[src/rtl/minirisc_pkg.sv]
// Shared definitions for the miniRISC memory arbiter: FSM state codes, port selectors, helpers.
// Latency: n/a (package only).
// Backpressure: n/a (package only).
package minirisc_pkg;

   // FSM state encoding for the arbiter access sequence
   typedef logic [1:0] state_t;
   localparam state_t S_IDLE   = 2'd0;
   localparam state_t S_ACCESS = 2'd1;
   localparam state_t S_WAIT   = 2'd2;
   localparam state_t S_RESP   = 2'd3;

   // Which requester owns the current access
   localparam logic SEL_IF = 1'b0;
   localparam logic SEL_DM = 1'b1;

   // Streak counter width; large enough for the widest legal streak limit (15)
   localparam int STREAK_W = 4;

   // Saturating increment: stops at lim instead of wrapping
   function automatic logic [STREAK_W-1:0] sat_inc(input logic [STREAK_W-1:0] val,
                                                   input logic [STREAK_W-1:0] lim);
      logic [STREAK_W-1:0] res;
      res = (val >= lim) ? lim : val + 1'b1;
      return res;
   endfunction

endpackage

[src/rtl/minirisc_mem_arbiter_sel.sv]
// Winner select between IF and DM with a DM-priority streak limit that guarantees IF progress.
// Latency: sel is combinational from the requests; streak updates on the clock edge of a grant.
// Backpressure: none; the parent only consumes sel when arb_en is high.
module mem_arb_sel
   import minirisc_pkg::*;
#(
   parameter int MAX_STREAK = 4
) (
   input  logic clk,
   input  logic rst,
   input  logic if_req,
   input  logic dm_req,
   input  logic arb_en,
   output logic sel
);

   localparam logic [STREAK_W-1:0] STREAK_LIM = STREAK_W'(MAX_STREAK);

   // Number of consecutive DM wins that happened while IF was also waiting
   logic [STREAK_W-1:0] streak;
   logic                streak_full;

   assign streak_full = (streak == STREAK_LIM);

   // DM wins by default; IF wins when alone or when DM has used up its streak
   always_comb begin
      sel = SEL_IF;
      if (dm_req && !(if_req && streak_full)) begin
         sel = SEL_DM;
      end
   end

   // Streak bookkeeping: only a contended DM grant extends it, anything else clears it
   always_ff @(posedge clk) begin
      if (rst) begin
         streak <= '0;
      end else if (arb_en) begin
         if (sel == SEL_DM && if_req) begin
            streak <= sat_inc(streak, STREAK_LIM);
         end else begin
            streak <= '0;
         end
      end
   end

endmodule

[src/rtl/minirisc_mem_arbiter.sv]
// Shares one single-port synchronous memory between miniRISC instruction fetch and data ports.
// Latency: sample in IDLE at T -> gnt/mem_en at T+1 -> rvalid at T+2+RD_LAT; writes finish at T+2.
// Backpressure: one access outstanding; requests are only sampled in IDLE and must be held until gnt.
module minirisc_mem_arbiter
   import minirisc_pkg::*;
#(
   parameter int ADDR_W     = 10,
   parameter int DATA_W     = 32,
   parameter int RD_LAT     = 1,
   parameter int MAX_STREAK = 4
) (
   input  logic              clk,
   input  logic              rst,
   // instruction-fetch port (read only)
   input  logic              if_req,
   input  logic [ADDR_W-1:0] if_addr,
   output logic              if_gnt,
   output logic              if_rvalid,
   output logic [DATA_W-1:0] if_rdata,
   // data-memory port
   input  logic              dm_req,
   input  logic              dm_we,
   input  logic [ADDR_W-1:0] dm_addr,
   input  logic [DATA_W-1:0] dm_wdata,
   output logic              dm_gnt,
   output logic              dm_rvalid,
   output logic [DATA_W-1:0] dm_rdata,
   // memory side
   output logic              mem_en,
   output logic              mem_we,
   output logic [ADDR_W-1:0] mem_addr,
   output logic [DATA_W-1:0] mem_wdata,
   input  logic [DATA_W-1:0] mem_rdata,
   // status
   output logic              busy
);

   // Countdown loaded on a read so WAIT ends exactly when mem_rdata becomes valid
   localparam logic [1:0] CNT_LOAD = 2'(RD_LAT - 1);

   state_t              state;
   state_t              state_nxt;
   logic                arb_en;
   logic                sel;
   logic [1:0]          cnt;
   logic                cnt_zero;

   // Latched winner and its access; these also drive mem_* so they hold between accesses
   logic                lat_sel;
   logic                lat_we;
   logic [ADDR_W-1:0]   lat_addr;
   logic [DATA_W-1:0]   lat_wdata;

   logic [DATA_W-1:0]   if_rdata_q;
   logic [DATA_W-1:0]   dm_rdata_q;

   assign arb_en   = (state == S_IDLE) && (if_req || dm_req);
   assign cnt_zero = (cnt == 2'd0);

   mem_arb_sel #(
      .MAX_STREAK (MAX_STREAK)
   ) u_sel (
      .clk    (clk),
      .rst    (rst),
      .if_req (if_req),
      .dm_req (dm_req),
      .arb_en (arb_en),
      .sel    (sel)
   );

   // State register
   always_ff @(posedge clk) begin
      if (rst) begin
         state <= S_IDLE;
      end else begin
         state <= state_nxt;
      end
   end

   // Next-state: IDLE -> ACCESS -> IDLE (write) or WAIT -> RESP -> IDLE (read)
   always_comb begin
      state_nxt = state;
      case (state)
         S_IDLE: begin
            if (if_req || dm_req) begin
               state_nxt = S_ACCESS;
            end
         end
         S_ACCESS: begin
            state_nxt = lat_we ? S_IDLE : S_WAIT;
         end
         S_WAIT: begin
            if (cnt_zero) begin
               state_nxt = S_RESP;
            end
         end
         S_RESP: begin
            state_nxt = S_IDLE;
         end
         default: begin
            state_nxt = S_IDLE;
         end
      endcase
   end

   // Outputs: mem_en and gnt only in ACCESS, rvalid only in RESP, both steered by the winner
   always_comb begin
      mem_en    = 1'b0;
      if_gnt    = 1'b0;
      dm_gnt    = 1'b0;
      if_rvalid = 1'b0;
      dm_rvalid = 1'b0;
      case (state)
         S_ACCESS: begin
            mem_en = 1'b1;
            if (lat_sel == SEL_DM) begin
               dm_gnt = 1'b1;
            end else begin
               if_gnt = 1'b1;
            end
         end
         S_RESP: begin
            if (lat_sel == SEL_DM) begin
               dm_rvalid = 1'b1;
            end else begin
               if_rvalid = 1'b1;
            end
         end
         default: begin
            mem_en = 1'b0;
         end
      endcase
   end

   // Capture the winner's access in IDLE; IF never writes and keeps the old write data
   always_ff @(posedge clk) begin
      if (rst) begin
         lat_sel   <= SEL_IF;
         lat_we    <= 1'b0;
         lat_addr  <= '0;
         lat_wdata <= '0;
      end else if (arb_en) begin
         lat_sel <= sel;
         if (sel == SEL_DM) begin
            lat_we    <= dm_we;
            lat_addr  <= dm_addr;
            lat_wdata <= dm_wdata;
         end else begin
            lat_we    <= 1'b0;
            lat_addr  <= if_addr;
         end
      end
   end

   // Read latency countdown: loaded in ACCESS, counts down through WAIT
   always_ff @(posedge clk) begin
      if (rst) begin
         cnt <= 2'd0;
      end else if (state == S_ACCESS && !lat_we) begin
         cnt <= CNT_LOAD;
      end else if (state == S_WAIT && !cnt_zero) begin
         cnt <= cnt - 2'd1;
      end
   end

   // Read data registers: only the winner's register loads, the other holds its last response
   always_ff @(posedge clk) begin
      if (rst) begin
         if_rdata_q <= '0;
         dm_rdata_q <= '0;
      end else if (state == S_WAIT && cnt_zero) begin
         if (lat_sel == SEL_DM) begin
            dm_rdata_q <= mem_rdata;
         end else begin
            if_rdata_q <= mem_rdata;
         end
      end
   end

   assign if_rdata  = if_rdata_q;
   assign dm_rdata  = dm_rdata_q;
   assign mem_we    = lat_we;
   assign mem_addr  = lat_addr;
   assign mem_wdata = lat_wdata;
   assign busy      = (state != S_IDLE);

endmodule

[config.mk]
export PLATFORM = sky130hd
export DESIGN_NAME = minirisc_mem_arbiter
export DESIGN_NICKNAME = d
export VERILOG_FILES = /design/src/rtl/minirisc_pkg.sv /design/src/rtl/minirisc_mem_arbiter_sel.sv /design/src/rtl/minirisc_mem_arbiter.sv
export SDC_FILE = /design/constraint.sdc
export NUM_CORES = 1
export LEC_CHECK = 0
export CAP_MARGIN = 10
export CORE_MARGIN = 2
export CORE_UTILIZATION = 30
export DETAILED_ROUTE_END_ITERATION = 10
export PLACE_DENSITY = 0.69
export SLEW_MARGIN = 15
export SYNTH_ARGS = -nofsm -noshare
export SYNTH_HDL_FRONTEND = slang
export SYNTH_SLANG_ARGS = --single-unit
[constraint.sdc]
create_clock -name clk -period 2 [get_ports clk]
set_clock_uncertainty 0.2 [all_clocks]
set_input_delay 0.6 -clock clk [delete_from_list [all_inputs] [get_ports clk]]
set_output_delay 0.6 -clock clk [all_outputs]
set_load 0.05 [all_outputs]
==> results of run 1 <==
[metrics by stage]
step / cell area (µm²) / setup WS, ns
6_report: 8650 / -0.0797
5_1_grt: 8650 / -0.142
4_1_cts: 8650 / -0.102
3_5_place_dp: 7990 / -0.300
3_3_place_gp: 7990 / -0.267
2_1_floorplan: 4550 / -0.181
[worst reg2reg max path, delay by kind of cell, from the launching register on]
| family | cells | cell delay (ns) |
|---|---|---|
| AO/OA/AOI/OAI | 1 | 0.18 |
| buffers and inverters | 2 | 0.26 |
| flip-flops | 1 | 0.34 |
| AND/OR/NAND/NOR | 2 | 0.95 |
[cell families (layout without fill, tap and decap cells)]
family                   Yosys count  in the layout
AO/OA/AOI/OAI                    124            124
buffers and inverters             53            272
adder cells (fa/ha/maj)            3              3
multiplexers                      26             26
AND/OR/NAND/NOR                  219            219
flip-flops                       116            116
[per-layer routing]
metal | wire, µm | vias to the layer above | global-route usage [%]
li1 | - | 2240 | -
met1 | 6050 | 2199 | 20.4
met2 | 7020 | 204 | 31.7
met3 | 1300 | 18 | 7.75
met4 | 184 | 0 | 4.91
met5 | 0 | - | 0
[registers in the layout (all words and copies together) (netlist names), named ones only]
signal / cells
dm_rdata: 32
mem_wdata: 32
mem_we: 1
mem_addr: 10
if_rdata: 32
u_sel.streak: 4
state: 1
lat_sel: 1
cnt: 2
[area by class of cell]
| class | instances | area [µm²] | share of cell area (%) |
|---|---|---|---|
| flip-flops and latches | 116 | 2330 | 26.9 |
| clock buffers | 21 | 450 | 5.21 |
| well taps | 184 | 230 | 2.66 |
| multi-input cells | 372 | 1990 | 23.0 |
| repair buffers | 233 | 3480 | 40.2 |
| inverters | 8 | 38.8 | 0.448 |
| clock inverters | 10 | 133 | 1.53 |
[placed cells by master, fill, tap and decap left out, types with 2 or more instances in the layout]
master / n
clkinv_2: 4
nand2b_1: 2
o21ai_0: 16
inv_1: 4
a311oi_1: 10
nor2_2: 3
clkbuf_1: 3
nor2_1: 3
clkdlybuf4s50_1: 87
bufinv_16: 3
buf_4: 22
ha_1: 3
inv_2: 2
and4b_1: 2
nand2_1: 179
o311a_1: 9
a31o_2: 7
mux2i_1: 26
nand4b_1: 2
buf_6: 2
dfxtp_1: 113
clkinvlp_4: 4
dfxtp_2: 3
nand3_1: 11
buf_12: 120
nor3_1: 2
a21oi_1: 79
clkbuf_16: 17
nand4_1: 3
[how the worst max path moves through the flow]
| stage | from | end | slack [ns] | cells past startpoint |
|---|---|---|---|---|
| global placement | if_req | mem_wdata[5]$_SDFFE_PP0P_ | -0.27 | 5 |
| detailed placement | if_req | mem_wdata[31]$_SDFFE_PP0P_ | -0.30 | 5 |
| floorplan | flip-flop | if_gnt | -0.18 | 3 |
| CTS | flip-flop | if_rvalid | -0.10 | 4 |
| finish | flip-flop | dm_gnt | -0.08 | 4 |
| global route | flip-flop | if_rvalid | -0.14 | 4 |
[repair_timing]
item / CTS / global route
pin swaps: 2 / 1
setup buffers: 5 / 0
setup endpoints to repair: 6 / 38
gates resized for setup: 13 / 0
[power groups by stage]
stage / clock, mW / combinational, mW / sequential, mW
6_report: 3.01 / 1.63 / 2.57
5_1_grt: 3.19 / 1.71 / 2.59
3_5_place_dp: 0 / 1.61 / 2.62
2_1_floorplan: 0 / 0.384 / 2.95
3_3_place_gp: 0 / 1.58 / 2.61
4_1_cts: 3.08 / 1.64 / 2.57
==> out/metrics.yaml, run 1 <==
power:
  clkPwrFrac_pct: 41.7
  irDropWorstVdd_uv: 549
  internal_power_mw: 5.22
  p_seq_share_pct: 35.7
  power_frac_comb_pct: 22.6
  swShare_pct: 27.6
  power.density_nw_per_um2: 834
  power_switching_mw: 1.99
  totalPowerFinal_mw: 7.22
  p_leak_nw: 3.30
global_route:
  grt_max_degree: 71
  grt_usage_pct: 18.2
  grt_pass1_wl_mm: 23.4
  grt-ovfl-total: 0
  grt_antenna_before_repair: 0
  grt_pass1_vias: 4745
placement:
  dp_hpwl_mm: 10.2
  dp_cells: 908
  port-buffer-count: 201
  finalWeightedCongestion: 0.770
cells_and_area:
  diodes: 0
  area_growth_pct: 90.3
  fillCellCount: 1177
  drive_gt1_share_pct: 26.1
  final_util_pct: 59.1
  stdcell_count: 944
  nets: 840
logic_synthesis:
  synth_top_area_share_pct: 51.1
  synth_warnings: 0
  synth_top_family_by_area: "simple AND/OR/NAND/NOR gates"
  syn_inst: 541
  ys_async_sr_fraction_pct: 0
  synth_ff_type: "dfxtp_1"
  synth_xor_area_share_pct: 0
  yosys.area_share.adder_pct: 0.826
  yosysSeqAreaShare_pct: 51.1
  synth_nets: 633
  synthSimpleGateAreaFrac_pct: 20.5
  synth_edf_count: 0
  ys_ff_latch: 116
  synth_cell_types: 37
  synth_most_common_cell: "nand2_1"
  synth-compound-area-share_pct: 16.3
  netlist_top_cells_count: "nand2_1 (179), dfxtp_1 (116), a21oi_1 (79)"
  synth_mux_area_share_pct: 5.73
  syn-cell-area_um2: 4550
  yosys-top-cells-area: "dfxtp_1 (51%), nand2_1 (15%), a21oi_1 (8.7%), mux2i_1 (5.7%), o311a_1 (2.0%)"
  synth_top_area_cell: "dfxtp_1"
  synth.avg_cell_area_um2: 8.40
critical_path:
  worst-path-buf-inv: 2
  cp-end-kind: "output port"
  crit_type: "flip-flop to output port"
  crit_path_max_incr_delay_ns: 0.33
  path_max_fanout: 3
  r2r-start: "state[0]$_SDFFE_PP0P_"
  r2r_cells: 5
  reg2reg_slack_ns: -0.01
  critical_path.startpoint_type: "flip-flop"
  worstPathCellList: "nand2b_4 > clkinvlp_4 > and2_4 > buf_6"
  cp_slowest_cell: "dfxtp_2"
  worst_ep_required_time_ns: 1.20
  r2r-end: "if_rdata[6]$_SDFFE_PP0P_"
  arrival_ns: 1.28
  cp_top_family: "flip-flops"
cts:
  htreeDepth: 4
  clk_pin_slew_ns: 0.05
  cts_made_buffers: 17
  cts_tree: "yes"
  clock-sinks: 116
  cts_buffer_depth: 2
  clk-insertion-delay-late_ns: 0.41
  cts_root_buf: "clkbuf_16"
  cts-hold-fix-buffers: 0
drt:
  wl_per_cell_um: 15.4
  route.detailed.drc: 0
  finalWirelength_mm: 14.6
  ant_nets: 0
  firstDrtPassIters: 4
  drt_iter0_drc: 255
  avgViaCountPerCell: 4.94
  vias: 4661
die:
  die_area_um2: 16200
  pin_count: 202
  die_w_um: 127
  rows: 44
  die_height_um: 127
  core_um2: 14600
  start_util_pct: 31.0
min_path:
  hp-class: "flip-flop to flip-flop"
  worstHoldStart: "if_rdata[5]$_SDFFE_PP0P_"
  holdPathStages: 2
  hold_path_end: "if_rdata[5]$_SDFFE_PP0P_"
run_status:
  status: "finished with violations"
  violations: "negative setup slack"
timing:
  fmax_mhz: 481
  relSlewSlack_pct: 48.4
  tightest_slew_ns: 0.774
  tns_ns: -0.297
  fin_crit_ns: 2.08
  drv_slew: 0
  finalHoldViolations: 0
  finalWorstSetupSlack_ns: -0.0797
  post-route-period-util_pct: 104
  setup_viol: 6
  hold_ws_ns: 0.290
  rsz0062_at_grt: "true"
job:
  maxCapViolCount: 0
Note: power is estimated with default switching activity, not from simulation.
==> inputs of run 2 (changes only) <==
Settings changed: CTS_BUF_LIST set to sky130_fd_sc_hd__clkbuf_8.
==> out/metrics.yaml, run 2 (synthesized netlist as in run 1, its figures left out) <==
run_status:
  status: "finished with violations"  # unchanged
  violations: "negative setup slack"  # unchanged
power:
  totalPowerFinal_mw: 6.37  # was 7.22 mW
  irDropWorstVdd_uv: 432  # was 549 µV
  power.density_nw_per_um2: 752  # was 834 nW/µm²
  p_leak_nw: 3.23  # was 3.30 nW
cells_and_area:
  final_cell_mix: "nand2_1 (179), buf_12 (120), dfxtp_1 (113)"  # unchanged
  drive_gt1_share_pct: 26.0  # was 26.1%
  diodes: 0  # unchanged
  nets: 841  # was 840
  fillCellCount: 1199  # was 1,177
  final_util_pct: 57.8  # was 59.1%
  area_growth_pct: 86.2  # was 90.3%
  final_common_cell: "nand2_1"  # unchanged
  stdcell_count: 945  # was 944
cts:
  clk_pin_slew_ns: 0.07  # was 0.05 ns
  cts_made_buffers: 17  # unchanged
  cts_root_buf: "clkbuf_8"  # was clkbuf_16
  cts-hold-fix-buffers: 0  # unchanged
  clock-sinks: 116  # unchanged
  htreeDepth: 4  # unchanged
  clk-insertion-delay-late_ns: 0.43  # was 0.41 ns
  cts_tree: "yes"  # unchanged
  cts_buffer_depth: 2  # unchanged
timing:
  fmax_mhz: 478  # was 481 MHz
  finalHoldViolations: 0  # unchanged
  tightest_slew_ns: 0.467  # was 0.774 ns
  finalWorstSetupSlack_ns: -0.0919  # was -0.0797 ns
  relSlewSlack_pct: 68.8  # was 48.4%
  drv_slew: 0  # unchanged
  hold_ws_ns: 0.291  # was 0.290 ns
  setup_viol: 6  # unchanged
  rsz0062_at_grt: "true"  # unchanged
  post-route-period-util_pct: 105  # was 104%
  fin_crit_ns: 2.09  # was 2.08 ns
drt:
  vias: 4668  # was 4,661
  wl_per_cell_um: 15.2  # was 15.4 µm
  firstDrtPassIters: 5  # was 4
  route.detailed.drc: 0  # unchanged
  avgViaCountPerCell: 4.94  # about the same
  drt_iter0_drc: 224  # was 255
  ant_nets: 0  # unchanged
  finalWirelength_mm: 14.4  # was 14.6 mm
global_route:
  grt_pass1_vias: 4737  # was 4,745
  grt_pass1_wl_mm: 23.2  # was 23.4 mm
  grt_max_degree: 71  # unchanged
  grt_usage_pct: 18.0  # was 18.2%
  grt-ovfl-total: 0  # unchanged
  grt_antenna_before_repair: 0  # unchanged
die:
  die_w_um: 127  # unchanged
  pin_count: 202  # unchanged
  rows: 44  # unchanged
  start_util_pct: 31.0  # unchanged
  die_area_um2: 16200  # unchanged
  core_um2: 14600  # unchanged
  die_height_um: 127  # unchanged
placement:
  dp_cells: 908  # unchanged
  dp_hpwl_mm: 10.2  # unchanged
  finalWeightedCongestion: 0.770  # unchanged
  port-buffer-count: 201  # unchanged
critical_path:
  cp-end-kind: "output port"  # unchanged
  r2r-end: "mem_wdata[31]$_SDFFE_PP0P_"  # was if_rdata[6]$_SDFFE_PP0P_
  path_max_fanout: 3  # unchanged
  r2r_cells: 6  # was 5
  r2r-start: "u_sel.streak[0]$_SDFFE_PP0P_"  # was state[0]$_SDFFE_PP0P_
  critical_path.startpoint_type: "flip-flop"  # unchanged
  worst_ep_required_time_ns: 1.20  # about the same
  crit_type: "flip-flop to output port"  # unchanged
  arrival_ns: 1.29  # was 1.28 ns
  reg2reg_slack_ns: 0.10  # was -0.01 ns
min_path:
  hold_path_end: "dm_rdata[9]$_SDFFE_PP0P_"  # was if_rdata[5]$_SDFFE_PP0P_
  holdPathStages: 2  # unchanged
  hp-class: "flip-flop to flip-flop"  # unchanged
  worstHoldStart: "dm_rdata[9]$_SDFFE_PP0P_"  # was if_rdata[5]$_SDFFE_PP0P_
job:
  maxCapViolCount: 0  # unchanged
[run 2: cell count changes in the layout (fill, tap and decap cells not counted), moves of 3 or more]
cell       previous run  this run
clkbuf_16            17         0
clkbuf_8              1        18
clkbuf_1              3         0
inv_1                 4         7
[run 2: critical path: stages, from the launching register on]
cell        delay [ns]
dfxtp_2           0.34
nand2b_4          0.15
clkinvlp_4        0.09
and2_4            0.16
buf_6             0.14
[run 2: timing repair]
item,4_1_cts,5_1_grt
pin swaps,1,1
gates resized for setup,12,0
setup buffers,5,1
endpoints found under the setup margin,6,6
[run 2: metrics by stage]
step | instance area (µm²) | worst slack [ns] | setup TNS (ns)
floorplan | 4550 | -0.181 | -0.360
detailed placement | 7990 | -0.300 | -10.76
finish | 8460 | -0.0919 | -0.410
CTS | 8460 | -0.134 | -0.659
global route | 8460 | -0.161 | -0.831
global placement | 7990 | -0.267 | -8.83
[run 2: worst max-delay path by stage]
stage          cells after the start  slack [ns]  startpoint                         end
2_1_floorplan                      3       -0.18   flip-flop                      if_gnt
3_3_place_gp                       5       -0.27      if_req   mem_wdata[5]$_SDFFE_PP0P_
3_5_place_dp                       5       -0.30      if_req  mem_wdata[31]$_SDFFE_PP0P_
4_1_cts                            4       -0.13   flip-flop                      dm_gnt
5_1_grt                            4       -0.16   flip-flop                      dm_gnt
6_report                           4       -0.09   flip-flop                      dm_gnt
[run 2: layer usage]
layer	GRT usage, %	routed length, µm	vias up
li1	-	-	2243
met1	20.6	6140	2197
met2	30.6	6760	206
met3	6.95	1240	22
met4	6.40	216	0
met5	0	0	-
[run 2: final cells by class]
| cell class | count | area [µm²] | share of cell area [%] |
|---|---|---|---|
| flip-flops and latches | 116 | 2330 | 27.5 |
| multi-input cells | 372 | 1990 | 23.5 |
| well taps | 184 | 230 | 2.72 |
| clock inverters | 13 | 144 | 1.70 |
| clock buffers | 18 | 248 | 2.93 |
| inverters | 8 | 38.8 | 0.458 |
| repair buffers | 234 | 3480 | 41.2 |
[run 2: power breakdown]
group	internal [mW]	switching, mW	total [mW]
clock	1.23	0.930	2.16
combinational	0.814	0.822	1.64
sequential	2.44	0.133	2.57
